===== src/rtl/pipelined_muxnto1.sv =====
// pipelined_muxnto1: N-input, W-bit multiplexer with one registered output
// stage and valid/ready handshaking on every input and on the output.
//
// Optional feature macro: PIPELINED_MUXNTO1_RR_EN
//   defined   -> round-robin mode (Mode=1) and the Ptr register are built.
//   undefined -> Mode is ignored; the block always runs in fixed-select mode.
//
// Handshake semantics (all channels, input and output):
//   A word moves across an interface on a rising edge where valid && ready
//   are both high. The output register can accept a new word when it is
//   empty or is being drained in the same cycle
//   (load_en = !OutValid || OutReady).
//   At most one InReady bit is high, and only for the granted channel. In
//   round-robin mode InReady depends on InValid, so producers must not make
//   InValid depend on InReady. A held output word (OutValid && !OutReady)
//   never changes. While Reset is high no InReady bit is raised.
module pipelined_muxnto1 #(
  parameter int WIDTH      = 32,
  parameter int NUM_INPUTS = 4,
  parameter int SEL_WIDTH  = 2
) (
  input  logic                        Clk,
  input  logic                        Reset,
  input  logic [NUM_INPUTS*WIDTH-1:0] InData,
  input  logic [NUM_INPUTS-1:0]       InValid,
  output logic [NUM_INPUTS-1:0]       InReady,
  input  logic [SEL_WIDTH-1:0]        Select,
  input  logic                        Mode,
  output logic [WIDTH-1:0]            Out,
  output logic [SEL_WIDTH-1:0]        OutSel,
  output logic                        OutValid,
  input  logic                        OutReady
);

  // Index of the highest channel; the round-robin pointer wraps to 0 past it.
  localparam logic [SEL_WIDTH-1:0] LAST_IDX = SEL_WIDTH'(NUM_INPUTS - 1);

  // Output stage registers
  logic [WIDTH-1:0]     out_q,       out_d;
  logic [SEL_WIDTH-1:0] out_sel_q,   out_sel_d;
  logic                 out_valid_q, out_valid_d;

  // Handshake / grant signals
  logic                 load_en;
  logic                 xfer;
  logic                 grant_found;
  logic [SEL_WIDTH-1:0] grant_idx;
  logic                 fixed_found;

  // The stage can take a new word when empty or when it is being drained now.
  assign load_en = !out_valid_q || OutReady;

  // Fixed-select grant: only a Select value that names a real channel grants.
  always_comb begin
    fixed_found = 1'b0;
    for (int i = 0; i < NUM_INPUTS; i++) begin
      if (Select == SEL_WIDTH'(i)) begin
        fixed_found = 1'b1;
      end
    end
  end

`ifdef PIPELINED_MUXNTO1_RR_EN
  // Round-robin pointer: the channel given first priority in the next search.
  logic [SEL_WIDTH-1:0] ptr_q, ptr_d;
  logic                 rr_found;
  logic [SEL_WIDTH-1:0] rr_idx;
  logic [SEL_WIDTH:0]   cand;

  // Round-robin search: first valid channel at or above ptr_q, wrapping to 0.
  always_comb begin
    rr_found = 1'b0;
    rr_idx   = '0;
    cand     = '0;
    for (int k = 0; k < NUM_INPUTS; k++) begin
      cand = {1'b0, ptr_q} + (SEL_WIDTH + 1)'(k);
      if (cand >= (SEL_WIDTH + 1)'(NUM_INPUTS)) begin
        cand = cand - (SEL_WIDTH + 1)'(NUM_INPUTS);
      end
      for (int i = 0; i < NUM_INPUTS; i++) begin
        if (!rr_found && InValid[i] && (cand == (SEL_WIDTH + 1)'(i))) begin
          rr_found = 1'b1;
          rr_idx   = SEL_WIDTH'(i);
        end
      end
    end
  end

  // Grant source: Mode picks between the fixed select and the round-robin search.
  always_comb begin
    grant_found = fixed_found;
    grant_idx   = Select;
    if (Mode) begin
      grant_found = rr_found;
      grant_idx   = rr_idx;
    end
  end

  // Pointer advances past the granted channel only on round-robin transfers,
  // so it survives excursions into fixed mode untouched.
  always_comb begin
    ptr_d = ptr_q;
    if (xfer && Mode) begin
      ptr_d = (grant_idx == LAST_IDX) ? '0 : grant_idx + 1'b1;
    end
  end

  // Pointer register with synchronous reset.
  always_ff @(posedge Clk) begin
    if (Reset) begin
      ptr_q <= '0;
    end else begin
      ptr_q <= ptr_d;
    end
  end
`else
  // Mode has no effect in this build; the sink keeps it visibly consumed.
  logic unused_mode;
  assign unused_mode = Mode;

  // Grant source: fixed select only.
  always_comb begin
    grant_found = fixed_found;
    grant_idx   = Select;
  end
`endif

  // Ready fan-out: only the granted channel sees ready, and never during reset.
  always_comb begin
    InReady = '0;
    for (int i = 0; i < NUM_INPUTS; i++) begin
      InReady[i] = !Reset && load_en && grant_found &&
                   (grant_idx == SEL_WIDTH'(i));
    end
  end

  // A transfer happens when the granted channel also has valid data.
  assign xfer = |(InReady & InValid);

  // Output stage next state: load on transfer, drop valid on a bare drain,
  // otherwise hold (covers backpressure).
  always_comb begin
    out_d       = out_q;
    out_sel_d   = out_sel_q;
    out_valid_d = out_valid_q;
    if (xfer) begin
      out_valid_d = 1'b1;
      for (int i = 0; i < NUM_INPUTS; i++) begin
        if (InReady[i] && InValid[i]) begin
          out_d     = InData[i*WIDTH +: WIDTH];
          out_sel_d = SEL_WIDTH'(i);
        end
      end
    end else if (out_valid_q && OutReady) begin
      out_valid_d = 1'b0;
    end
  end

  // Output stage registers; reset discards any held word.
  always_ff @(posedge Clk) begin
    if (Reset) begin
      out_q       <= '0;
      out_sel_q   <= '0;
      out_valid_q <= 1'b0;
    end else begin
      out_q       <= out_d;
      out_sel_q   <= out_sel_d;
      out_valid_q <= out_valid_d;
    end
  end

  assign Out      = out_q;
  assign OutSel   = out_sel_q;
  assign OutValid = out_valid_q;

endmodule


===== config.mk =====
export PLATFORM = sky130hd
export DESIGN_NAME = pipelined_muxnto1
export DESIGN_NICKNAME = d
export VERILOG_FILES = /design/src/rtl/pipelined_muxnto1.sv
export SDC_FILE = /design/constraint.sdc
export NUM_CORES = 1
export LEC_CHECK = 0
export ABC_AREA = 1
export BUFFER_PORTS_ARGS = -buffer_cell sky130_fd_sc_hd__buf_4
export CAP_MARGIN = 20
export CORE_UTILIZATION = 39
export CTS_CLUSTER_SIZE = 14
export DETAILED_ROUTE_END_ITERATION = 8
export GPL_TIMING_DRIVEN = 0
export PLACE_DENSITY = 0.75
export SLEW_MARGIN = 20
export SYNTH_ARGS = -nofsm -noshare
export SYNTH_HDL_FRONTEND = slang
export SYNTH_SLANG_ARGS = --single-unit
export TNS_END_PERCENT = 50

===== constraint.sdc =====
create_clock -name Clk -period 1.4 [get_ports Clk]
set_input_delay 0.14 -clock Clk [delete_from_list [all_inputs] [get_ports Clk]]
set_output_delay 0.14 -clock Clk [all_outputs]
set_load 0.02 [all_outputs]

==> results of run 1 <==
what timing repair did:
item,4_1_cts,5_1_grt
gates cloned,0,3
endpoints found under the hold margin,0,0
gates resized for setup,26,69
endpoints found under the setup margin,35,37
setup buffers,5,4
pin swaps,3,16
worst paths after layout:
path | endpoint | slack, ns | cells past startpoint
worst max-delay path | Out[31] | -0.06 | 8
worst min-delay path | OutValid | 0.06 | 2
worst max register to register | Out[31] | -0.06 | 8
worst min register to register | OutSel[1] | 0.52 | 2
state kept, by name, summed over array words and instances, names as in the netlist:
register	flops
OutValid	1
OutSel	2
Out	32
metal layers:
layer  wire length [um]  share of wire (%)  track usage, %
met4                203                1.9            9.09
met2               5520                 51            51.4
met1               4480                 41            33.8
met3                700                6.4            4.43
met5                  0                  0               0
cell families after synthesis:
kind of cell | after synthesis | synth area share, %
compound gates | 36 | 6.70
flops | 35 | 25.4
buf+inv | 106 | 15.5
simple gates | 340 | 52.4
synth_stat cells:
cell and n:
nand4_1 33, nand2_1 134, inv_1 67, clkbuf_1 19
clkinv_1 1, a21oi_2 1, inv_2 2, a31oi_1 1
a21oi_1 34, buf_1 5, nand4_4 2, buf_2 7
dfxtp_1 35, nor2_1 133, nor3_1 3, nand3_1 34
nor2_4 1, buf_4 4, buf_6 1
report_power, final:
part / total, W / switching, W / internal, W
registers: 0.00115 / 0.0000562 / 0.00109
clock network: 0.000974 / 0.000397 / 0.000577
logic: 0.00137 / 0.000705 / 0.000666
total: 0.00349 / 0.00116 / 0.00233
critical path: cells and delay by family, from the launching register on:
family	cells	cell delay, ns
AND/OR/NAND/NOR	5	0.53
flip-flops	1	0.38
AO/OA/AOI/OAI	1	0.15
buffers and inverters	2	0.31
stage by stage:
step                TNS [ns]  total power, W  cells
floorplan                  0         0.00176    517
global placement      -11.90         0.00234    787
detailed placement    -12.20         0.00236    787
CTS                 -0.00281         0.00336    799
global route           -1.91         0.00367    805
finish                -0.565         0.00349    805
cell type report:
class                      count  area [um2]
fill                         655        2140
clock buffer                   6        82.6
clock inverter                 2        35.0
buffer                        34         262
inverter                      70         263
sequential                    35         704
timing repair buffer         186        1450
tap                           96         120
multi-input combinational    376        1780
==> results.py, run 1 <==
metrics = {
    "min_path": {
        "min_from": "Reset",
        "min_path_type": "in2reg",
    },
    "clock_network": {
        "cts_tree": "built",
        "clock_sinks": 35,
        "clk-insertion-delay-late_ns": 0.29,
        "cts_max_level": 2,
        "cts.path.max_buffers": 2,
        "clkTransAtPathRegs_ns": 0.08,
        "root_buffer": "clkbuf_8",
        "cts_hold_buf": 0,
        "numCtsBuffers": 5,
    },
    "final_layout": {
        "most-common-layout-cells": "buf_4 (186), nand2_1 (122), nor2_1 (118), inv_1 (66), dfxtp_1 (34)",
        "area_growth_pct": 70.0,
        "final_nets": 846,
        "drive_gt1_share_pct": 37.1,
        "stdcell_area_mm2": 0.00470,
        "utilization_pct": 68.7,
        "diodes": 0,
        "final_common_cell": "buf_4",
    },
    "grt": {
        "antenna_found_initial": 0,
        "grt_pass1_wl_um": 16700,
        "grt_pass1_vias": 3685,
        "gr-total-overflow": 0,
        "grt_max_degree": 13,
        "grtUsageTotal_pct": 28.3,
    },
    "setup_path": {
        "crit_chain": "nand2_4, nand4_1, nand2_2, nor2_4, buf_12, clkbuf_16, nor2_1, a21oi_1",
        "criticalPathCategory": "reg2reg",
        "cp_max_fo": 8,
        "crit_path_top_delay_cell": "dfxtp_4",
        "worstSetupEndpointType": "register",
        "crit_arrival_ns": 1.67,
        "critical_path_required_ns": 1.61,
        "slowest_delay_ns": 0.38,
        "startpoint": "OutValid",
        "r2r_start": "OutValid",
        "start_kind": "register",
    },
    "run": {
        "maxCapViolations": 0,
    },
    "floorplanning": {
        "rows": 30,
        "dieArea_mm2": 0.00742,
        "initial_core_util_pct": 40.4,
        "fp.dieH_um": 86.2,
        "coreArea_mm2": 0.00683,
        "die_w_um": 86.2,
        "num_io_pins": 177,
    },
    "logic_synthesis": {
        "synth_area_mm2": 0.00276,
        "synth-seq-cells": 35,
        "synth_cells": 517,
        "yosysUniqueCellTypes": 19,
        "ys_warn_count": 0,
        "syn_nets": 655,
        "seq_area_frac_synth_pct": 25.4,
        "yosys.area.top_type": "dfxtp_1",
        "synth.top_cell.area_share_pct": 25.4,
        "synth.avg_cell_area_um2": 5.34,
        "yosys-top-cells-area": "dfxtp_1 (25%), nand2_1 (18%), nor2_1 (18%)",
    },
    "timing": {
        "fin_crit_ns": 1.46,
        "holdWs_ns": 0.0643,
        "finalHoldViolations": 0,
        "relSlewSlack_pct": 64.1,
        "clock_skew_ns": 0.00630,
        "worst_pin_slew_ns": 0.538,
        "slew_violations": 0,
        "period_share_pct": 104,
        "finalWorstSetupSlack_ns": -0.0599,
        "setup-violations-final": 25,
        "rsz0062_at_grt": "true",
        "fmax_mhz": 685,
    },
    "placed_design": {
        "routabilityCongestion": 0.852,
        "place_area_mm2": 0.00419,
        "post-dp-hpwl_um": 7940,
        "portBuffers": 174,
        "pre_cts_slack_ns": -0.418,
    },
    "power_and_ir_drop": {
        "p_leak_nw": 2.69,
        "power_density_mw_per_mm2": 743,
        "ir_drop_uv": 421,
    },
    "routing": {
        "remaining_drc_errors": 0,
        "drtIter0Drc": 214,
        "viasPerCell": 4.92,
        "routed_wl_um": 10900,
        "wire_per_inst_um": 13.5,
        "antenna_left": 0,
        "drt_pass1_iterations": 4,
        "num_vias": 3957,
    },
    "run_status": {
        "violations": "setup timing",
        "outcome": "finished, violations left",
    },
}
Power figures use the tool's default switching activity.
==> inputs of run 2 (changes only) <==
- CORE_UTILIZATION: 39 -> 43
- PLACE_DENSITY: 0.75 -> 0.78
- clock period: 1.4 -> 1.35 ns (I/O delays scaled with it)
==> results.py, run 2 (synthesis results as in run 1) <==
metrics = {
    "clock_network": {
        "clkTransAtPathRegs_ns": 0.07,
        "cts_hold_buf": 0,
        "root_buffer": "clkbuf_8",
        "cts.path.max_buffers": 2,
        "cts_tree": "built",
        "numCtsBuffers": 5,
        "clk-insertion-delay-late_ns": 0.29,
        "cts_max_level": 2,
        "clock_sinks": 35,
    },
    "power_and_ir_drop": {
        "seqPwrFrac_pct": 34.2,
        "power_density_mw_per_mm2": 740,
        "p_clk_share_pct": 24.6,
        "pwr-share-comb_pct": 41.1,
        "p_leak_nw": 2.71,
        "power_switching_w": 0.00118,
        "ir_drop_uv": 435,
        "p_int_w": 0.00229,
        "sw_frac_of_total_pct": 34.0,
    },
    "setup_path": {
        "start_kind": "register",
        "critical_path_required_ns": 1.53,
        "cp_max_fo": 8,
        "crit_chain": "a21oi_4, nand3_4, nand2_2, nor2_4, buf_12, clkbuf_16, a21oi_1, nor2_1",
        "cpLargestDelayFamily": "flip-flops",
        "worstSetupEndpointType": "register",
        "crit_arrival_ns": 1.63,
        "slowest_delay_ns": 0.37,
        "critPathBufInv": 2,
        "crit_path_top_delay_cell": "dfxtp_4",
        "criticalPathCategory": "reg2reg",
    },
    "final_layout": {
        "multi_input_area_mm2": 0.00176,
        "largest_register_ffs": 32,
        "nFillCells": 491,
        "final_nets": 854,
        "final_cells": 792,
        "most-common-layout-cells": "buf_4 (193), nand2_1 (122), nor2_1 (115), inv_1 (66), dfxtp_1 (34)",
        "area_growth_pct": 70.1,
        "drive_gt1_share_pct": 37.5,
        "diodes": 0,
        "final-seq-area_um2": 704,
        "utilization_pct": 77.5,
        "final_common_cell": "buf_4",
    },
    "placed_design": {
        "portBuffers": 174,
        "routabilityCongestion": 0.903,
        "post-dp-hpwl_um": 7990,
        "post-place-cells": 766,
    },
    "run": {
        "maxCapViolations": 0,
    },
    "grt": {
        "grt_max_degree": 12,
        "gr-total-overflow": 0,
        "antenna_found_initial": 0,
        "grtUsageTotal_pct": 30.6,
        "grt_pass1_wl_um": 15800,
        "grt_pass1_vias": 3392,
    },
    "routing": {
        "viasPerCell": 5.10,
        "wire_per_inst_um": 14.0,
        "drtIter0Drc": 206,
        "num_vias": 4040,
        "antenna_left": 0,
        "remaining_drc_errors": 0,
        "drt_pass1_iterations": 5,
        "routed_wl_um": 11100,
    },
    "timing": {
        "relSlewSlack_pct": 65.2,
        "rsz0062_at_grt": "true",
        "slew_violations": 0,
        "finalHoldViolations": 0,
        "clock_skew_ns": 0.00377,
        "finalWorstSetupSlack_ns": -0.100,
        "fin_crit_ns": 1.45,
        "setup-violations-final": 36,
        "fmax_mhz": 690,
        "worst_pin_slew_ns": 0.522,
        "period_share_pct": 107,
    },
    "floorplanning": {
        "die_w_um": 82.2,
        "coreArea_mm2": 0.00606,
        "dieArea_mm2": 0.00675,
        "rows": 28,
        "num_io_pins": 177,
        "initial_core_util_pct": 45.6,
        "fp.dieH_um": 82.2,
    },
    "run_status": {
        "outcome": "finished, violations left",
        "violations": "setup timing",
    },
    "min_path": {
        "min_path_type": "in2reg",
    },
}
==> run 2: metal layers <==
metal  vias to the layer above  global-route usage, %  part of all wire [%]
met4                         0                   10.9                   1.9
met1                      1795                   33.6                    38
li1                       1993                      -                     -
met5                         -                      0                     0
met3                        24                   5.82                    10
met2                       228                   57.7                    50
==> run 2: final cells by class <==
class	count	share of cell area, %
plain buffers	35	5.73
well taps	75	2.00
repair buffers	193	32.1
inverters	70	5.59
multi-input cells	376	37.5
flip-flops and latches	35	15.0
clock buffers	8	2.13
==> run 2: worst paths after layout <==
check / cells past startpoint / slack, ns / startpoint / to
worst min-delay path: 2 / 0.06 / Reset / OutValid
worst min register to register: 2 / 0.51 / OutSel[1] / OutSel[1]
worst max-delay path: 8 / -0.10 / OutValid / OutSel[0]
worst max register to register: 8 / -0.10 / OutValid / OutSel[0]
==> run 2: metrics by stage <==
step                      TNS, ns  hold slack, ns  setup slack (ns)  power, W  area (um2)
after floorplan                 0           0.194           0.00892   0.00183        2780
after global placement      -8.53           0.355            -0.293   0.00242        4180
after detailed placement    -8.88           0.353            -0.316   0.00245        4180
after CTS                   -1.58          0.0586           -0.0719   0.00340        4580
after global routing        -4.63          0.0673            -0.154   0.00364        4700
final                       -1.91          0.0644            -0.100   0.00347        4700
==> run 2: timing repair <==
item / 4_1_cts / 5_1_grt
pin swaps: 5 / 8
setup buffers: 12 / 4
gates cloned: 2 / 1
resized for setup: 66 / 20
endpoints found under the setup margin: 35 / 38
==> run 2: power by group through the flow <==
stage / Sequential (W) / Combinational [W] / Clock [W]
after global routing: 0.00120 / 0.00154 / 0.000904
final: 0.00119 / 0.00143 / 0.000856
after detailed placement: 0.00121 / 0.00124 / 0
after CTS: 0.00119 / 0.00136 / 0.000851
after global placement: 0.00120 / 0.00122 / 0
after floorplan: 0.00132 / 0.000510 / 0
==> inputs of run 3 (changes only) <==
- SETUP_SLACK_MARGIN: unset -> 0.02
==> results.py, run 3 (synthesis results as in run 1) <==
metrics = {
    "routing": {
        "remaining_drc_errors": 0,
        "drtIter0Drc": 257,
        "num_vias": 3927,
        "antenna_left": 0,
        "drt_pass1_iterations": 5,
        "viasPerCell": 5.03,
        "wire_per_inst_um": 13.9,
        "routed_wl_um": 10800,
    },
    "timing": {
        "fin_crit_ns": 1.42,
        "worst_pin_slew_ns": 0.475,
        "rsz0062_at_grt": "true",
        "slew_violations": 0,
        "fmax_mhz": 703,
        "period_share_pct": 105,
        "finalWorstSetupSlack_ns": -0.0719,
        "finalHoldViolations": 0,
        "clock_skew_ns": 0.00441,
        "relSlewSlack_pct": 68.3,
        "setup-violations-final": 34,
    },
    "setup_path": {
        "worstRegToRegCells": 9,
        "criticalPathCategory": "reg2reg",
        "critical_path_required_ns": 1.57,
        "r2r_start": "OutValid",
        "crit_arrival_ns": 1.65,
        "cp_max_fo": 7,
        "regToRegEndpoint": "Out[15]",
        "start_kind": "register",
        "ff2ff_setup_slack_ns": -0.07,
        "worstSetupEndpointType": "register",
        "startpoint": "OutValid",
    },
    "min_path": {
        "min_from": "Reset",
        "min_delay_path_depth": 2,
        "min_to": "OutValid",
        "min_path_type": "in2reg",
    },
    "floorplanning": {
        "initial_core_util_pct": 45.6,
        "num_io_pins": 177,
        "dieArea_mm2": 0.00675,
        "rows": 28,
        "die_w_um": 82.2,
        "fp.dieH_um": 82.2,
        "coreArea_mm2": 0.00606,
    },
    "grt": {
        "gr-total-overflow": 0,
        "grt_max_degree": 13,
        "antenna_found_initial": 0,
        "grt_pass1_vias": 3530,
        "grtUsageTotal_pct": 31.5,
        "grt_pass1_wl_um": 16100,
    },
    "final_layout": {
        "final_common_cell": "buf_4",
        "area_growth_pct": 64.9,
        "diodes": 0,
        "utilization_pct": 75.2,
        "largest_register_ffs": 32,
        "drive_gt1_share_pct": 36.8,
        "stdcell_area_mm2": 0.00456,
        "final_nets": 843,
        "most-common-layout-cells": "buf_4 (181), nor2_1 (120), nand2_1 (118), inv_1 (67), dfxtp_1 (34)",
        "final_cells": 781,
    },
    "clock_network": {
        "clkTransAtPathRegs_ns": 0.08,
        "cts.path.max_buffers": 2,
        "numCtsBuffers": 5,
        "cts_tree": "built",
        "clock_sinks": 35,
        "clk-insertion-delay-late_ns": 0.29,
        "root_buffer": "clkbuf_8",
        "cts_max_level": 2,
    },
    "power_and_ir_drop": {
        "ir_drop_uv": 481,
        "p_leak_nw": 2.63,
        "power_density_mw_per_mm2": 731,
    },
    "placed_design": {
        "portBuffers": 174,
        "place_area_mm2": 0.00419,
        "post-dp-hpwl_um": 8130,
        "routabilityCongestion": 0.896,
        "post-place-cells": 766,
    },
    "run_status": {
        "outcome": "finished, violations left",
        "violations": "setup timing",
    },
    "run": {
        "maxCapViolations": 0,
    },
}
run 3: cell type report:
| type | instances | area (um2) |
|---|---|---|
| multi-input cells | 376 | 1770 |
| fillers | 521 | 1500 |
| repair buffers | 182 | 1390 |
| flip-flops and latches | 35 | 704 |
| inverters | 70 | 263 |
| plain buffers | 35 | 254 |
| well taps | 75 | 93.8 |
| clock buffers | 7 | 76.3 |
| clock inverters | 1 | 5.00 |
run 3: report_power, final:
group          switching, W  total (W)  internal (W)  leakage, nW
Clock              0.000400   0.000763      0.000363       0.0422
Sequential        0.0000577    0.00119       0.00113        0.289
Combinational      0.000720    0.00138      0.000660         2.30
Total               0.00118    0.00333       0.00215         2.63
run 3: worst max-delay path, stage by stage, from the launching register on:
cell and delay, ns:
dfxtp_4 0.37, nand2_4 0.11, nand4_4 0.16, nand2_2 0.14
nor2_4 0.05, buf_8 0.14, clkbuf_16 0.16, nand2_2 0.05
nand2_1 0.05, a21oi_1 0.13
run 3: what timing repair did:
item	in CTS	in global routing
cloned	0	1
buffers inserted	6	1
pin swaps	4	7
hold buffers	0	0
resized for setup	27	53
setup endpoints to repair	38	38
run 3: how the worst max path moves through the flow:
stage,to
floorplan,Out[10]
global placement,Out[31]
detailed placement,Out[31]
CTS,Out[21]
global route,Out[8]
finish,Out[15]
run 3: through the flow:
step / TNS [ns] / hold slack (ns) / worst slack (ns) / power (W)
floorplan: 0 / 0.194 / 0.0123 / 0.00183
global placement: -6.94 / 0.348 / -0.253 / 0.00242
detailed placement: -7.49 / 0.354 / -0.265 / 0.00245
CTS: -1.22 / 0.0448 / -0.0575 / 0.00324
global route: -3.94 / 0.0448 / -0.134 / 0.00352
finish: -1.36 / 0.0623 / -0.0719 / 0.00333
run 3: layer usage:
layer	up-vias	global-route usage (%)	part of all wire (%)
met3	27	7.47	9.1
li1	1973	-	-
met2	196	55.8	49
met1	1731	36.0	39
met4	0	13.0	2.8
met5	-	0	0
